===== config.mk =====
export PLATFORM = sky130hd
export DESIGN_NAME = stream_pad_unit
export DESIGN_NICKNAME = d
export VERILOG_FILES = /design/src/rtl/cnn_pad_pkg.sv /design/src/rtl/pad_grid_counter.sv /design/src/rtl/stream_pad_unit.sv
export SDC_FILE = /design/constraint.sdc
export NUM_CORES = 1
export LEC_CHECK = 0
export CORE_MARGIN = 2
export CORE_UTILIZATION = 46
export DETAILED_ROUTE_END_ITERATION = 12
export PLACE_DENSITY = 0.74
export SKIP_LAST_GASP = 1
export SLEW_MARGIN = 20
export SYNTH_ARGS = -nofsm -noshare
export SYNTH_HDL_FRONTEND = slang
export SYNTH_HIERARCHICAL = 1
export SYNTH_SLANG_ARGS = --single-unit

===== constraint.sdc =====
create_clock -name clk -period 2 [get_ports clk]
set_input_delay 0.6 -clock clk [delete_from_list [all_inputs] [get_ports clk]]
set_output_delay 0.6 -clock clk [all_outputs]
set_load 0.05 [all_outputs]

===== src/rtl/cnn_pad_pkg.sv =====
// ---------------------------------------------------------------------------
// cnn_pad_pkg
//   Shared types and helpers for the streaming border padder.
//   - pad_state_e : frame walker state (IDLE between frames, RUN on the grid)
//   - out_dim     : padded dimension for an input dimension and border width
//   - cnt_w       : counter width able to index 0..n-1 (never below one bit)
//   - is_border   : true when grid position (r,c) lies in the pad ring
// ---------------------------------------------------------------------------
package cnn_pad_pkg;

    typedef enum logic [0:0] {
        IDLE = 1'b0,
        RUN  = 1'b1
    } pad_state_e;

    function automatic int out_dim(input int n, input int pad);
        return n + 2 * pad;
    endfunction

    // A one-entry axis still needs a one-bit counter so ports never collapse
    // to zero width.
    function automatic int cnt_w(input int n);
        return (n <= 1) ? 1 : $clog2(n);
    endfunction

    function automatic bit is_border(input int r, input int c,
                                     input int oh, input int ow,
                                     input int pad);
        return (r < pad) || (r >= oh - pad) || (c < pad) || (c >= ow - pad);
    endfunction

endpackage : cnn_pad_pkg


===== src/rtl/pad_grid_counter.sv =====
// ---------------------------------------------------------------------------
// pad_grid_counter
//   Raster-order row/column walker over the padded OH x OW output grid.
//   Ports:
//     clk, rst  : clock, synchronous active-high reset (counters to 0)
//     clear     : force the walker back to (0,0) (frame start)
//     advance   : step one position; column wraps OW-1 -> 0 and bumps row,
//                 the final position wraps back to (0,0)
//     row, col  : current grid position
//     last      : current position is (OH-1, OW-1)
// ---------------------------------------------------------------------------
module pad_grid_counter
    import cnn_pad_pkg::*;
#(
    parameter int OH = 16,
    parameter int OW = 16,
    parameter int RW = cnt_w(OH),
    parameter int CW = cnt_w(OW)
) (
    input  logic          clk,
    input  logic          rst,
    input  logic          clear,
    input  logic          advance,
    output logic [RW-1:0] row,
    output logic [CW-1:0] col,
    output logic          last
);

    logic [RW-1:0] row_q, row_d;
    logic [CW-1:0] col_q, col_d;
    logic          row_last;
    logic          col_last;

    assign row_last = (row_q == RW'(OH - 1));
    assign col_last = (col_q == CW'(OW - 1));

    always_comb begin
        row_d = row_q;
        col_d = col_q;
        if (clear) begin
            row_d = '0;
            col_d = '0;
        end else if (advance) begin
            if (col_last) begin
                col_d = '0;
                row_d = row_last ? '0 : row_q + RW'(1);
            end else begin
                col_d = col_q + CW'(1);
            end
        end
    end

    always_ff @(posedge clk) begin
        if (rst) begin
            row_q <= '0;
            col_q <= '0;
        end else begin
            row_q <= row_d;
            col_q <= col_d;
        end
    end

    assign row  = row_q;
    assign col  = col_q;
    assign last = row_last && col_last;

endmodule : pad_grid_counter


===== src/rtl/stream_pad_unit.sv =====
// ---------------------------------------------------------------------------
// stream_pad_unit
//   Streams an IMG_H x IMG_W raster feature map through and surrounds it with
//   a PAD-pixel ring of a runtime pad value, one output beat per cycle.
//   Build option: define STREAM_PAD_SIDEBAND_EN to add out_sof / out_eol.
//   Ports:
//     clk, rst    : clock, synchronous active-high reset
//     pad_value   : pad pixel, sampled once at each frame start, replicated
//                   over all CH lanes
//     in_valid/in_ready/in_data   : input pixel stream (channel 0 in MSBs)
//     out_valid/out_ready/out_data: padded output stream (one register stage)
//     frame_done  : pulses while the final beat of a frame is accepted
//     out_sof     : (option) beat is grid position (0,0)
//     out_eol     : (option) beat is the last column of a row
// ---------------------------------------------------------------------------
module stream_pad_unit
    import cnn_pad_pkg::*;
#(
    parameter int IMG_H = 14,
    parameter int IMG_W = 14,
    parameter int PAD   = 1,
    parameter int PIX_W = 4,
    parameter int CH    = 1
) (
    input  logic                  clk,
    input  logic                  rst,
    input  logic [PIX_W-1:0]      pad_value,
    input  logic                  in_valid,
    output logic                  in_ready,
    input  logic [PIX_W*CH-1:0]   in_data,
    output logic                  out_valid,
    input  logic                  out_ready,
    output logic [PIX_W*CH-1:0]   out_data,
    output logic                  frame_done
`ifdef STREAM_PAD_SIDEBAND_EN
    ,
    output logic                  out_sof,
    output logic                  out_eol
`endif
);

    localparam int OH = out_dim(IMG_H, PAD);
    localparam int OW = out_dim(IMG_W, PAD);
    localparam int RW = cnt_w(OH);
    localparam int CW = cnt_w(OW);
    localparam int DW = PIX_W * CH;

    if (PAD < 0 || PAD > 4 || IMG_H < 1 || IMG_W < 1) begin : g_param_check
        $error("stream_pad_unit: PAD must be 0..4 and IMG_H/IMG_W at least 1");
    end

    pad_state_e        state_q, state_d;
    logic [PIX_W-1:0]  pad_q, pad_d;
    logic              out_valid_q, out_valid_d;
    logic [DW-1:0]     out_data_q, out_data_d;
    logic              out_last_q, out_last_d;

    logic [RW-1:0]     row;
    logic [CW-1:0]     col;
    logic              grid_last;
    logic              border;
    logic              may_load;
    logic              load;
    logic              in_ready_c;
    logic [DW-1:0]     load_data;

    // Grid position walker: held at (0,0) while idle, steps on every load.
    pad_grid_counter #(
        .OH (OH),
        .OW (OW),
        .RW (RW),
        .CW (CW)
    ) u_grid (
        .clk     (clk),
        .rst     (rst),
        .clear   (state_q == IDLE),
        .advance (load),
        .row     (row),
        .col     (col),
        .last    (grid_last)
    );

    assign border = is_border(int'(row), int'(col), OH, OW, PAD);

    // The single output register can take a new beat when it is empty or its
    // current beat leaves this cycle; that is what gives back-to-back beats.
    assign may_load = !out_valid_q || out_ready;

    always_comb begin
        state_d    = state_q;
        pad_d      = pad_q;
        in_ready_c = 1'b0;
        load       = 1'b0;
        load_data  = in_data;

        case (state_q)
            IDLE: begin
                state_d = RUN;
                pad_d   = pad_value;
            end
            RUN: begin
                if (border) begin
                    load      = may_load;
                    load_data = {CH{pad_q}};
                end else begin
                    in_ready_c = may_load;
                    load       = in_valid && may_load;
                end
                if (load && grid_last) begin
                    state_d = IDLE;
                end
            end
            default: state_d = IDLE;
        endcase
    end

    always_comb begin
        out_valid_d = out_valid_q;
        out_data_d  = out_data_q;
        out_last_d  = out_last_q;
        if (load) begin
            out_valid_d = 1'b1;
            out_data_d  = load_data;
            out_last_d  = grid_last;
        end else if (out_ready) begin
            out_valid_d = 1'b0;
        end
    end

    // Frame state and output stage
    always_ff @(posedge clk) begin
        if (rst) begin
            state_q     <= IDLE;
            pad_q       <= '0;
            out_valid_q <= 1'b0;
            out_data_q  <= '0;
            out_last_q  <= 1'b0;
        end else begin
            state_q     <= state_d;
            pad_q       <= pad_d;
            out_valid_q <= out_valid_d;
            out_data_q  <= out_data_d;
            out_last_q  <= out_last_d;
        end
    end

`ifdef STREAM_PAD_SIDEBAND_EN
    logic out_sof_q, out_sof_d;
    logic out_eol_q, out_eol_d;

    always_comb begin
        out_sof_d = out_sof_q;
        out_eol_d = out_eol_q;
        if (load) begin
            out_sof_d = (row == '0) && (col == '0);
            out_eol_d = (col == CW'(OW - 1));
        end
    end

    always_ff @(posedge clk) begin
        if (rst) begin
            out_sof_q <= 1'b0;
            out_eol_q <= 1'b0;
        end else begin
            out_sof_q <= out_sof_d;
            out_eol_q <= out_eol_d;
        end
    end

    assign out_sof = out_sof_q;
    assign out_eol = out_eol_q;
`endif

    // An upstream beat must not count as accepted while reset is applied.
    assign in_ready   = in_ready_c && !rst;
    assign out_valid  = out_valid_q;
    assign out_data   = out_data_q;
    assign frame_done = out_valid_q && out_ready && out_last_q;

endmodule : stream_pad_unit


==> summary.txt <==
crit path max-delay cell type - or4_4
CTS max path bufs - 2
die width - 52.5 um
hold-fix buffers at CTS - 0
largest family of logic cells by synthesized area - simple AND/OR/NAND/NOR gates
dominant cell type by area after synthesis - dfxtp_1
Final period util - 104%
clock skew - 0.00512 ns
CP top delay family - simple AND/OR/NAND/NOR gates
total CTS buffers - 3
Max Cap Violations - 0
H-tree Lvls - 1
first-pass GRT wire length - 4060 um
xor/xnor share of the synthesized area - 2.42%
buffers added on ports - 18
row count - 17
vias - 1,055
ranking of synthesized cells by area - dfxtp_1 (35%), mux2i_1 (5.5%), nor2_1 (5.2%)
Register Area - 387 um2
CP cell instances - or4_4, nand2_4, nor4_4, buf_12
Final #Nets - 175
Post-Syn Nets - 136
Die H - 52.5 um
Remaining DRCs - 0
P&R area growth vs syn - 41.8%
post-synthesis adder-cell area fraction - 2.31%
Post-synth top cells - dfxtp_1 (19), nor2_1 (15), a21oi_1 (10)
netlist area before placement - 1080 um2
final setup vio count - 1
fraction of layout cells with a size suffix above 1 - 36.9%
CP arrival - 1.49 ns
post-synthesis simple-gate area fraction - 31.2%
Primary FF master, synth - dfxtp_1
Post-synth EDFFs - 0
Leak - 0.636 nW
fin area - 1540 um2
Distinct cells, synth - 37
fin crit period - 2.09 ns
pwr dens - 498 nW/um2
Detail Placement HPWL - 1800 um
failing checks - negative setup slack
Max Transition Viols Final - 0
placed inst area - 1420 um2
Root Buffer Master - clkbuf_4
Mapped Cells - 122
Worst VDD drop - 0.000472 V
First DRT Iteration DRCs - 15
area of the multi-input gates - 688 um2
top fanout value on the critical path - 2
Fillers - 179
CTS Sinks - 19
Pre-Repair DR Iteration Count - 4
worst slew pin tran - 0.328 ns
Max-slew headroom - 77.9%
Yosys top cell area share - 35.1%
Yosys reg bits - 19
number of global-route vias before repair - 942
Max Clk Rate - 479 MHz
mux share of post-synthesis cell area - 5.54%
Via-to-Cell Ratio - 5.61
setup ws final - -0.0882 ns
CTS clk-pin slew, worst paths - 0.11 ns
largest net degree at the start of global routing - 14
GPL Wtd Cong - 0.760
final WL - 2550 um
Total GRT Usage - 19.7%
Core Area - 2210 um2
asr flop ratio synth - 0%
startpoint types - flop
critical path capture point type - primary output
WP data required - 1.40 ns
wire length per cell - 13.6 um
worst skew pair latency - 0.29 ns
total die area - 2760 um2
post-synthesis compound-gate area fraction - 16.4%
CTS tree - built
WS Path Type - reg -> out
Fin. Hold Viols - 0
Critical path buffers and inverters - 1
antenna violations before repair - 0
outcome - finished, violations left
register area share after synthesis - 35.1%
setup tns final - -0.0882 ns
starting density of the core - 49.0%
ant diodes - 0
top-count cell post-synth - dfxtp_1
slowest cell delay on critical path - 0.55 ns
unrepaired setup endpoints after global routing - yes
Hold Path Class - reg -> reg
I/O pin cnt - 19
synthesized area per cell - 8.88 um2
post-route antenna net violation count - 0
GRT overflow - 0
Yosys warning total - 6
## worst min-delay path: cells and delay by family, from the launching register on
family           cells  cell delay [ns]
and+or+nand+nor      1             0.07
muxes                1             0.08
DFF                  1             0.36
## registers in the layout (all words and copies together), names as in the netlist
register and cells:
pad_q 4, out_last_q 1, out_valid 1, out_data 4, u_grid/col 4, u_grid/row 4
state_q 1
## layer usage
| metal | wire length [um] | GRT usage [%] |
|---|---|---|
| met1 | 1080 | 23.6 |
| met2 | 1340 | 34.6 |
| met3 | 111 | 3.43 |
| met4 | 17 | 7.69 |
| met5 | 0 | 0 |
## layout make-up
type / instances / share of cell area (%)
flip-flops and latches: 19 / 25.2
multi-input cells: 92 / 44.8
clock inverters: 1 / 0.326
inverters: 3 / 0.733
well taps: 28 / 2.28
repair buffers: 42 / 25.2
clock buffers: 3 / 1.47
## report_power, final
group / switching, mW / internal [mW]
sequential: 0.0106 / 0.393
clock: 0.116 / 0.0743
combinational: 0.0906 / 0.0811
## placed cells by master, fill, tap and decap left out, types with 5 or more instances in the layout
cell             instances
buf_4                   23
nor2_1                  15
dfxtp_1                 14
a21oi_1                 10
clkdlybuf4s50_1          9
mux2i_1                  6
buf_6                    6
dfxtp_2                  5
## per-stage QoR
| stage | std cells | utilization (%) | power [mW] | setup slack, ns | hold slack, ns |
|---|---|---|---|---|---|
| final | 188 | 69.5 | 0.765 | -0.0882 | 0.538 |
| after global routing | 188 | 69.5 | 0.800 | -0.125 | 0.573 |
| after detailed placement | 181 | 64.3 | 0.571 | -0.278 | 0.497 |
| after floorplan | 122 | - | 0.512 | -0.113 | 0.465 |
| after CTS | 185 | 67.1 | 0.763 | -0.0742 | 0.533 |
| after global placement | 181 | 64.3 | 0.568 | -0.261 | 0.486 |
## cell families (layout without fill, tap and decap cells)
family / count (synthesis) / in the layout
and+or+nand+nor: 55 / 55
buffers and inverters: 11 / 49
adders and majority gates: 2 / 2
AOI/OAI and AO/OA: 26 / 26
muxes: 6 / 6
DFF: 19 / 19
xor gates and xnor gates: 3 / 3
## worst paths after layout
check	to	depth (start not counted)	start	slack [ns]
min	pad_q[0]$_SDFFE_PP0N_	2	pad_q[0]$_SDFFE_PP0N_	0.54
max	in_ready	4	u_grid/col[1]$_SDFFE_PP0P_	-0.09
max reg2reg	u_grid/row[2]$_SDFFE_PP0P_	6	u_grid/col[1]$_SDFFE_PP0P_	0.01
min reg2reg	pad_q[0]$_SDFFE_PP0N_	2	pad_q[0]$_SDFFE_PP0N_	0.54
## timing repair
action / 4_1_cts / 5_1_grt
buffers inserted: 0 / 3
setup endpoints to repair: 2 / 5
pin swaps: 4 / 5
gates resized for setup: 11 / 8
(Power assumes the default switching activity.)
